## src/rtl/posit_acc_ctrl.sv

```systemverilog
// posit_acc_ctrl: sequencing front-end around an external posit_add.
// Accepts a batch of cfg_len posit operands over valid/ready, feeds each one
// to the adder together with the running sum, captures the adder result and
// presents the final sum on a valid/ready output port.
//
// Optional build macro: POSIT_ACC_ZERO_SKIP_EN
//   defined   -> an all-zero operand accepted in IDLE/ACCEPT bypasses the
//                adder; the remaining count is decremented in the accept cycle.
//   undefined -> every operand goes through the ADD state.
`default_nettype none

module posit_acc_ctrl #(
    parameter int N     = 8,
    parameter int es    = 2,
    parameter int LEN_W = 8
) (
    input  logic             clk,
    input  logic             rst,
    input  logic [LEN_W-1:0] cfg_len,
    input  logic             in_valid,
    input  logic [N-1:0]     in_data,
    output logic             in_ready,
    output logic [N-1:0]     add_in1,
    output logic [N-1:0]     add_in2,
    output logic             add_start,
    input  logic [N-1:0]     add_out,
    input  logic             add_inf,
    input  logic             add_zero,
    input  logic             add_done,
    output logic             out_valid,
    output logic [N-1:0]     out_data,
    output logic             out_inf,
    output logic             out_zero,
    input  logic             out_ready,
    output logic             busy
);

    typedef enum logic [1:0] {
        IDLE   = 2'd0,
        ACCEPT = 2'd1,
        ADD    = 2'd2,
        RESULT = 2'd3
    } state_t;

    // NaR: sign bit set, all other bits clear.
    localparam logic [N-1:0]     NAR     = {1'b1, {(N-1){1'b0}}};
    localparam logic [LEN_W-1:0] LEN_ONE = {{(LEN_W-1){1'b0}}, 1'b1};

    // es is only meaningful to the adder; reject widths that cannot form a
    // posit of N bits (sign + at least two regime bits + exponent).
    if (es < 0 || es > N - 3) begin : g_es_range_bad
        $error("posit_acc_ctrl: es=%0d out of range for N=%0d", es, N);
    end

    state_t           state_q, state_d;
    logic [N-1:0]     acc_q,   acc_d;
    logic [N-1:0]     opnd_q,  opnd_d;
    logic [LEN_W-1:0] rem_q,   rem_d;
    logic             inf_q,   inf_d;

    logic [LEN_W-1:0] len_eff;
    logic [LEN_W-1:0] rem_base;
    logic             in_is_zero;
    logic             in_fire;
    logic [N-1:0]     add_result;

    // A zero batch length is treated as a single-operand batch.
    assign len_eff = (cfg_len == '0) ? LEN_ONE : cfg_len;

    // Remaining count in effect for an operand accepted this cycle: a fresh
    // batch starts from the configured length, later operands from rem_q.
    assign rem_base = (state_q == IDLE) ? len_eff : rem_q;

`ifdef POSIT_ACC_ZERO_SKIP_EN
    assign in_is_zero = (in_data == '0);
`else
    assign in_is_zero = 1'b0;
`endif

    // Adder flags win over the raw word so the accumulator always holds a
    // canonical NaR / zero encoding even if out is loosely defined then.
    assign add_result = add_inf  ? NAR :
                        add_zero ? '0  : add_out;

    assign in_fire = in_valid && in_ready;

    // Operands to the adder come straight from the registers so they stay
    // stable for as long as a multicycle adder keeps done low.
    assign add_in1 = acc_q;
    assign add_in2 = opnd_q;
    assign busy    = (state_q != IDLE);

    // Next-state, datapath updates and handshake outputs.
    always_comb begin
        state_d   = state_q;
        acc_d     = acc_q;
        opnd_d    = opnd_q;
        rem_d     = rem_q;
        inf_d     = inf_q;
        in_ready  = 1'b0;
        add_start = 1'b0;
        out_valid = 1'b0;
        out_data  = '0;
        out_inf   = 1'b0;
        out_zero  = 1'b0;

        case (state_q)
            IDLE, ACCEPT: begin
                in_ready = 1'b1;
                if (state_q == IDLE) begin
                    // Nothing in flight: keep the sum cleared for the next batch.
                    acc_d = '0;
                    inf_d = 1'b0;
                end
                if (in_fire) begin
                    opnd_d = in_data;
                    if (in_is_zero) begin
                        // Adding zero cannot change the sum: retire the
                        // operand here without touching the adder.
                        rem_d   = rem_base - LEN_ONE;
                        state_d = (rem_base == LEN_ONE) ? RESULT : ACCEPT;
                    end else begin
                        rem_d   = rem_base;
                        state_d = ADD;
                    end
                end
            end

            ADD: begin
                if (inf_q) begin
                    // NaR absorbs everything: skip the adder for the rest
                    // of the batch but keep consuming operands.
                    acc_d   = NAR;
                    rem_d   = rem_q - LEN_ONE;
                    state_d = (rem_q == LEN_ONE) ? RESULT : ACCEPT;
                end else begin
                    add_start = 1'b1;
                    if (add_done) begin
                        acc_d   = add_result;
                        inf_d   = inf_q | add_inf;
                        rem_d   = rem_q - LEN_ONE;
                        state_d = (rem_q == LEN_ONE) ? RESULT : ACCEPT;
                    end
                end
            end

            RESULT: begin
                out_valid = 1'b1;
                out_data  = acc_q;
                out_inf   = inf_q;
                out_zero  = (acc_q == '0);
                if (out_ready) begin
                    acc_d   = '0;
                    inf_d   = 1'b0;
                    state_d = IDLE;
                end
            end

            default: begin
                state_d = IDLE;
            end
        endcase
    end

    // State and datapath registers; reset abandons any batch in progress.
    always_ff @(posedge clk) begin
        if (rst) begin
            state_q <= IDLE;
            acc_q   <= '0;
            opnd_q  <= '0;
            rem_q   <= '0;
            inf_q   <= 1'b0;
        end else begin
            state_q <= state_d;
            acc_q   <= acc_d;
            opnd_q  <= opnd_d;
            rem_q   <= rem_d;
            inf_q   <= inf_d;
        end
    end

endmodule

`default_nettype wire

```

## config.mk

```make
export PLATFORM = sky130hd
export DESIGN_NAME = posit_acc_ctrl
export DESIGN_NICKNAME = d
export VERILOG_FILES = /design/src/rtl/posit_acc_ctrl.sv
export SDC_FILE = /design/constraint.sdc
export NUM_CORES = 1
export LEC_CHECK = 0
export ABC_AREA = 0
export CAP_MARGIN = 20
export CORE_ASPECT_RATIO = 0.75
export CORE_UTILIZATION = 40
export CTS_CLUSTER_SIZE = 40
export DETAILED_ROUTE_END_ITERATION = 10
export PLACE_DENSITY = 0.76
export SLEW_MARGIN = 20
export SYNTH_ARGS = -nofsm -noshare
export SYNTH_HDL_FRONTEND = slang
export SYNTH_SLANG_ARGS = --single-unit
```

## constraint.sdc

```tcl
create_clock -name clk -period 3.2 [get_ports clk]
set_input_delay 0.8 -clock clk [delete_from_list [all_inputs] [get_ports clk]]
set_output_delay 0.8 -clock clk [all_outputs]
set_load 0.005 [all_outputs]
```

==> results of run 1 <==
final cells by class:
| type | count | area share |
|---|---|---|
| timing repair buffer | 63 | 0.295 |
| sequential | 27 | 0.256 |
| inverter | 5 | 0.00889 |
| clock buffer | 4 | 0.0213 |
| tap | 40 | 0.0237 |
| multi-input combinational | 132 | 0.395 |
stage by stage:
step | utilization | hold WS (ps) | instances
final | 0.625 | 486 | 271
after global placement | 0.612 | 472 | 267
after detailed placement | 0.612 | 471 | 267
after global routing | 0.625 | 505 | 271
after floorplan | - | 458 | 176
after CTS | 0.625 | 485 | 271
worst paths after layout:
path / start / endpoint / slack, ps / depth (start not counted)
worst max-delay path: state_q[0]$_SDFFE_PP0P_ / add_start / 400 / 3
worst min-delay path: add_in1[7]$_SDFFE_PP0P_ / add_in1[7]$_SDFFE_PP0P_ / 490 / 2
worst max register to register: state_q[1]$_SDFFE_PP0P_ / rem_q[5]$_SDFFE_PP0P_ / 1300 / 4
worst min register to register: add_in1[7]$_SDFFE_PP0P_ / add_in1[7]$_SDFFE_PP0P_ / 490 / 2
cell families (layout without fill, tap and decap cells):
family / Yosys count / after routing / synth area share
compound gates: 41 / 41 / 0.179
fa+ha+maj: 2 / 2 / 0.0171
buf+inv: 17 / 72 / 0.0583
flops: 27 / 27 / 0.370
mux: 8 / 8 / 0.0548
simple gates: 81 / 81 / 0.320
power groups by stage:
stage               clock (mW)  sequential, mW  combinational [mW]
CTS                      0.197           0.392               0.213
floorplan                    0           0.388               0.132
global route             0.216           0.398               0.235
global placement             0           0.399               0.210
finish                   0.192           0.393               0.213
detailed placement           0           0.400               0.212
synthesized netlist by cell type (all sizes together) (4+ instances only):
library cell | number | area, um2
and3 | 10 | 62.6
nand2 | 17 | 63.8
nand3 | 11 | 55.1
dfxtp | 27 | 541
nor2 | 19 | 71.3
nor3 | 4 | 31.3
mux2i | 8 | 80.1
inv | 5 | 18.8
clkbuf | 4 | 15.0
a31oi | 4 | 25.0
buf | 8 | 51.3
o21ai | 10 | 53.8
a21oi | 14 | 70.1
nor4 | 7 | 71.3
flip-flops by register name, summed over array words and instances, names as in the netlist:
register  cells
inf_q         1
add_in1       8
add_in2       8
state_q       2
rem_q         8
routing by layer:
layer / wire (um) / vias up / global-route usage
li1: - / 752 / -
met1: 1850 / 690 / 0.301
met2: 1630 / 62 / 0.324
met3: 325 / 2 / 0.0626
met4: 21 / 0 / 0.0458
met5: 0 / - / 0
worst register-to-register path, delay by kind of cell, from the launching register on:
family,cells,cell delay [ps]
flip-flops,1,620
AND/OR/NAND/NOR,1,690
AO/OA/AOI/OAI,3,480
==> results.md, run 1 <==
- Worst skew pair latency: 270 ps
- Outcome: complete, no violations
- Post-CTS Hold Fix Bufs: 0
- Period utilization: 0.876
- Total Wirelength: 3820 um
- Overall power: 798 uW
- Mapped Cells: between 150 and 200
- Post-synth EDFFs: 0
- Post-cts sizing count: 0
- VDD IR max: 0.260 mV
- Clock power frac: 0.241
- Most common cell after layout, fill and taps aside: clkdlybuf4s50_1
- Post-synthesis sequential area ratio: 0.370
- Num ports: 61
- CORE AREA: 3380 um2
- Part of the power in registers: 0.492
- H-tree levels: 1
- Mapped cell area: between 1000 and 1500 um2
- Switch Pwr: 236 uW
- Diode count: 0
- DRC viols: 0
- CTS Buf Count: 3
- Data arrival, critical path: 2000 ps
- Placed inst area: 2070 um2
- Layout cells sized above 1: 0.0779
- Relative slew slack: 0.438
- Setup TNS: 0 ps
- Area occupied by multi-input gates: 835 um2
- Register Area: 541 um2
- Worst-path fanout max: 24
- Min Tclk post-route: 2800 ps
- Final instance area: 2110 um2
- # clock sinks: 27
- Mapped Avg Cell Area: 8.30 um2
- Layout Nets: 265
- Clock Tree Buf Depth: 2
- Ys flop type: dfxtp_1
- CP Buf/Inv Count: 1
- Die Area: 3900 um2
- CP required: 2400 ps
- CTS tree: yes
- DR iter-0 viols: 78
- Clock Pin Slew Worst Setup and Hold Paths: roughly 90 ps
- Routed WL per cell: 14.1 um
- YS warnings: 0
- Post-CTS setup buffers: 0
- Antenna-violating nets left: 0
- Number of fill cells: ~320
- Row count: 18
- Part of the power in combinational logic: 0.267
- Vias per inst: between 5 and 6
- Power per Cell Area: 378 nW/um2
- First-pass GRT wire length: 6420 um
- Most frequent cells in the layout: clkdlybuf4s50_1, dfxtp_1, nor2_1
- Worst setup EP type: primary output
- Slowest CP cell: dfxtp_1
- CP Launch Type: flop
- F_max: between 300 and 400 MHz
- RSZ-0062 raised after global routing: no
- Vias: 1506
- Die X: 71.8 um
- Asr flop ratio synth: 0
- Dpl hpwl: 2800 um
- Drt pass-1 iters: 4
- CP top delay family: flip-flops
- Die H: 54.3 um
- Critical path cell sequence: nand2b_1 > nor2_1 > clkdlybuf4s50_1
- Port Buf Inserts: 60
- Syn_nets: 209
- Slew Viols, Final: 0
- Total of max-cap violations: 0
- Final setup vio count: 0
- Int Pwr: 562 uW
- GP Congestion: 0.822
- Clock skew: 5.92 ps
- Final Hold Viols: 0
- Slowest stage delay, CP: about 800 ps
- Worst hold path class: reg -> reg
- P&R area growth vs syn: 44.6%
- Initial Utilization: 0.432
- Placement Setup Slack: 696 ps
- Clk root buf: clkbuf_8
- Switching Fraction: 0.296
- Number of distinct library cells after synthesis: 42
- Initial antenna violation count: 0
- Gr ovfl total: 0
- Total GRT Usage: 0.214
- Number of global-route vias before repair: 1360
- Final setup margin: 397 ps
- Pleak: around 0.78 nW
- Largest net degree at the start of global routing: 25
- #FFs+latches synth: 27
- CP Class: reg -> out
- Worst slew pin tran: 840 ps
Note: power is estimated with default switching activity, not from simulation.
==> inputs of run 2 (changes only) <==
- clock period: 3.2 -> 2.6 ns (I/O delays scaled with it)
==> run 2 against run 1 <==
  * Sequential power is 22% higher
  * First-iteration DRC count rose by 9.0%
  * Routed wire length up 5.8%
  * Largest power group unchanged
==> results.md, run 2 (synthesis gave the netlist of run 1 again) <==
- Outcome: complete, no violations
- Clock skew: 5.76 ps (-0.153 ps)
- Post-cts sizing count: 0 (unchanged)
- # clock sinks: 27 (unchanged)
- Post-CTS setup buffers: 0 (unchanged)
- Diode count: 0 (unchanged)
- Worst slew pin tran: 500 ps (-340 ps)
- Initial Utilization: 0.432 (unchanged)
- Setup TNS: 0 ps (unchanged)
- Vias: 1503 (-0.20%)
- Clock Pin Slew Worst Setup and Hold Paths: 90 ps (about the same)
- GP Congestion: 0.846 (+2.8%)
- Clk root buf: clkbuf_8
- Number of global-route vias before repair: 1377 (+1.3%)
- H-tree levels: 1 (unchanged)
- Wire length on met2: 1770 um (+8.6%)
- Port Buf Inserts: 60 (unchanged)
- Dpl hpwl: 2850 um (+1.6%)
- Drt pass-1 iters: 4 (unchanged)
- CP required: 1950 ps (-450 ps)
- Number of fill cells: 307 (-5.2%)
- CTS tree: yes
- CORE AREA: 3380 um2 (unchanged)
- Gr ovfl total: 0 (unchanged)
- F_max: 410 MHz
- Total of max-cap violations: 0 (unchanged)
- Inst Count DP: 270 (+1.1%)
- Initial antenna violation count: 0 (unchanged)
- Vias per inst: 5.49 (-1.3%)
- P&R area growth vs syn: 46.2%
- Num ports: 61 (unchanged)
- Routed wl met3: 385 um (+18%)
- VDD IR max: 0.269 mV (+3.7%)
- Die H: 54.3 um (unchanged)
- FF-to-FF setup slack: 730 ps (-570 ps)
- Min Tclk post-route: 2440 ps
- Total GRT Usage: 0.206 (-0.00717)
- Data arrival, critical path: 1790 ps (-210 ps)
- Metal-1 WL: 1880 um (+1.6%)
- Clock Tree Buf Depth: 2 (unchanged)
- Final Hold Viols: 0 (unchanged)
- Die Area: 3900 um2 (unchanged)
- Period utilization: 0.938
- Slew Viols, Final: 0 (unchanged)
- RSZ-0062 raised after global routing: no
- DR iter-0 viols: 85 (+9.0%)
- CP Class: reg -> out
- CP Launch Type: flop
- Largest net degree at the start of global routing: 28 (+12%)
- Top Layer Used: met4
- Power per Cell Area: 464 nW/um2 (+23%)
- Finished Layout Cells: 274 (+1.1%)
- Most common cell after layout, fill and taps aside: clkdlybuf4s50_1
- First-pass GRT wire length: 6220 um (-3.2%)
- Die X: 71.8 um (unchanged)
- Relative slew slack: 0.666 (+0.228)
- Pleak: 0.796 nW (+1.9%)
- Hold_ws: 488 ps (+1.90 ps)
- Worst setup EP type: primary output
- Total Wirelength: 4040 um (+5.8%)
- Final setup vio count: 0 (unchanged)
- Layout Nets: 268 (+1.1%)
- Antenna-violating nets left: 0 (unchanged)
- Worst-path fanout max: 13 (-46%)
- CTS Buf Count: 3 (unchanged)
- Row count: 18 (unchanged)
- DRC viols: 0 (unchanged)
- Post-CTS Hold Fix Bufs: 0 (unchanged)
- Layout cells sized above 1: 0.0897 (+0.0118)
- Worst skew pair latency: 270 ps (about the same)
- Most frequent cells in the layout: clkdlybuf4s50_1, dfxtp_1, nor2_1
- Worst hold path class: reg -> reg
- Routed WL per cell: 14.8 um (+4.6%)
-- run 2: layout make-up --
cell class,count,area [um2],area share
inverters,5,18.8,0.00879
flip-flops and latches,27,541,0.253
well taps,40,50.0,0.0234
repair buffers,66,646,0.302
multi-input cells,132,835,0.391
clock buffers,4,45.0,0.0211
-- run 2: power breakdown --
| part | total [mW] | leakage [nW] | switching (mW) | internal [mW] |
|---|---|---|---|---|
| Clock | 0.238 | 0.0228 | 0.128 | 0.110 |
| Combinational | 0.272 | 0.552 | 0.128 | 0.144 |
| Sequential | 0.481 | 0.221 | 0.0376 | 0.443 |
-- run 2: routing by layer --
| layer | global-route usage | vias to the layer above |
|---|---|---|
| met5 | 0 | - |
| li1 | - | 754 |
| met4 | 0.0359 | 0 |
| met3 | 0.0663 | 2 |
| met1 | 0.276 | 673 |
| met2 | 0.333 | 74 |
-- run 2: worst max-delay path: stages, from the launching register on --
cell and delay (ps):
dfxtp_1 590, buf_4 270, and3_1 160, clkdlybuf4s50_1 500
-- run 2: metrics by stage --
step	total power, mW	instance area [um2]	setup slack [ps]	utilization
6_report	0.990	2130	162	0.632
5_1_grt	1.04	2130	65.5	0.632
4_1_cts	0.993	2130	147	0.632
3_5_place_dp	0.759	2090	416	0.619
3_3_place_gp	0.756	2090	463	0.619
2_1_floorplan	0.640	1460	878	-
-- run 2: final timing paths --
kind,startpoint,end,cells past startpoint
worst max register to register,state_q[1]$_SDFFE_PP0P_,rem_q[7]$_SDFFE_PP0P_,5
worst max-delay path,state_q[0]$_SDFFE_PP0P_,out_inf,3
worst min-delay path,add_in1[1]$_SDFFE_PP0P_,add_in1[1]$_SDFFE_PP0P_,2
worst min register to register,add_in1[1]$_SDFFE_PP0P_,add_in1[1]$_SDFFE_PP0P_,2
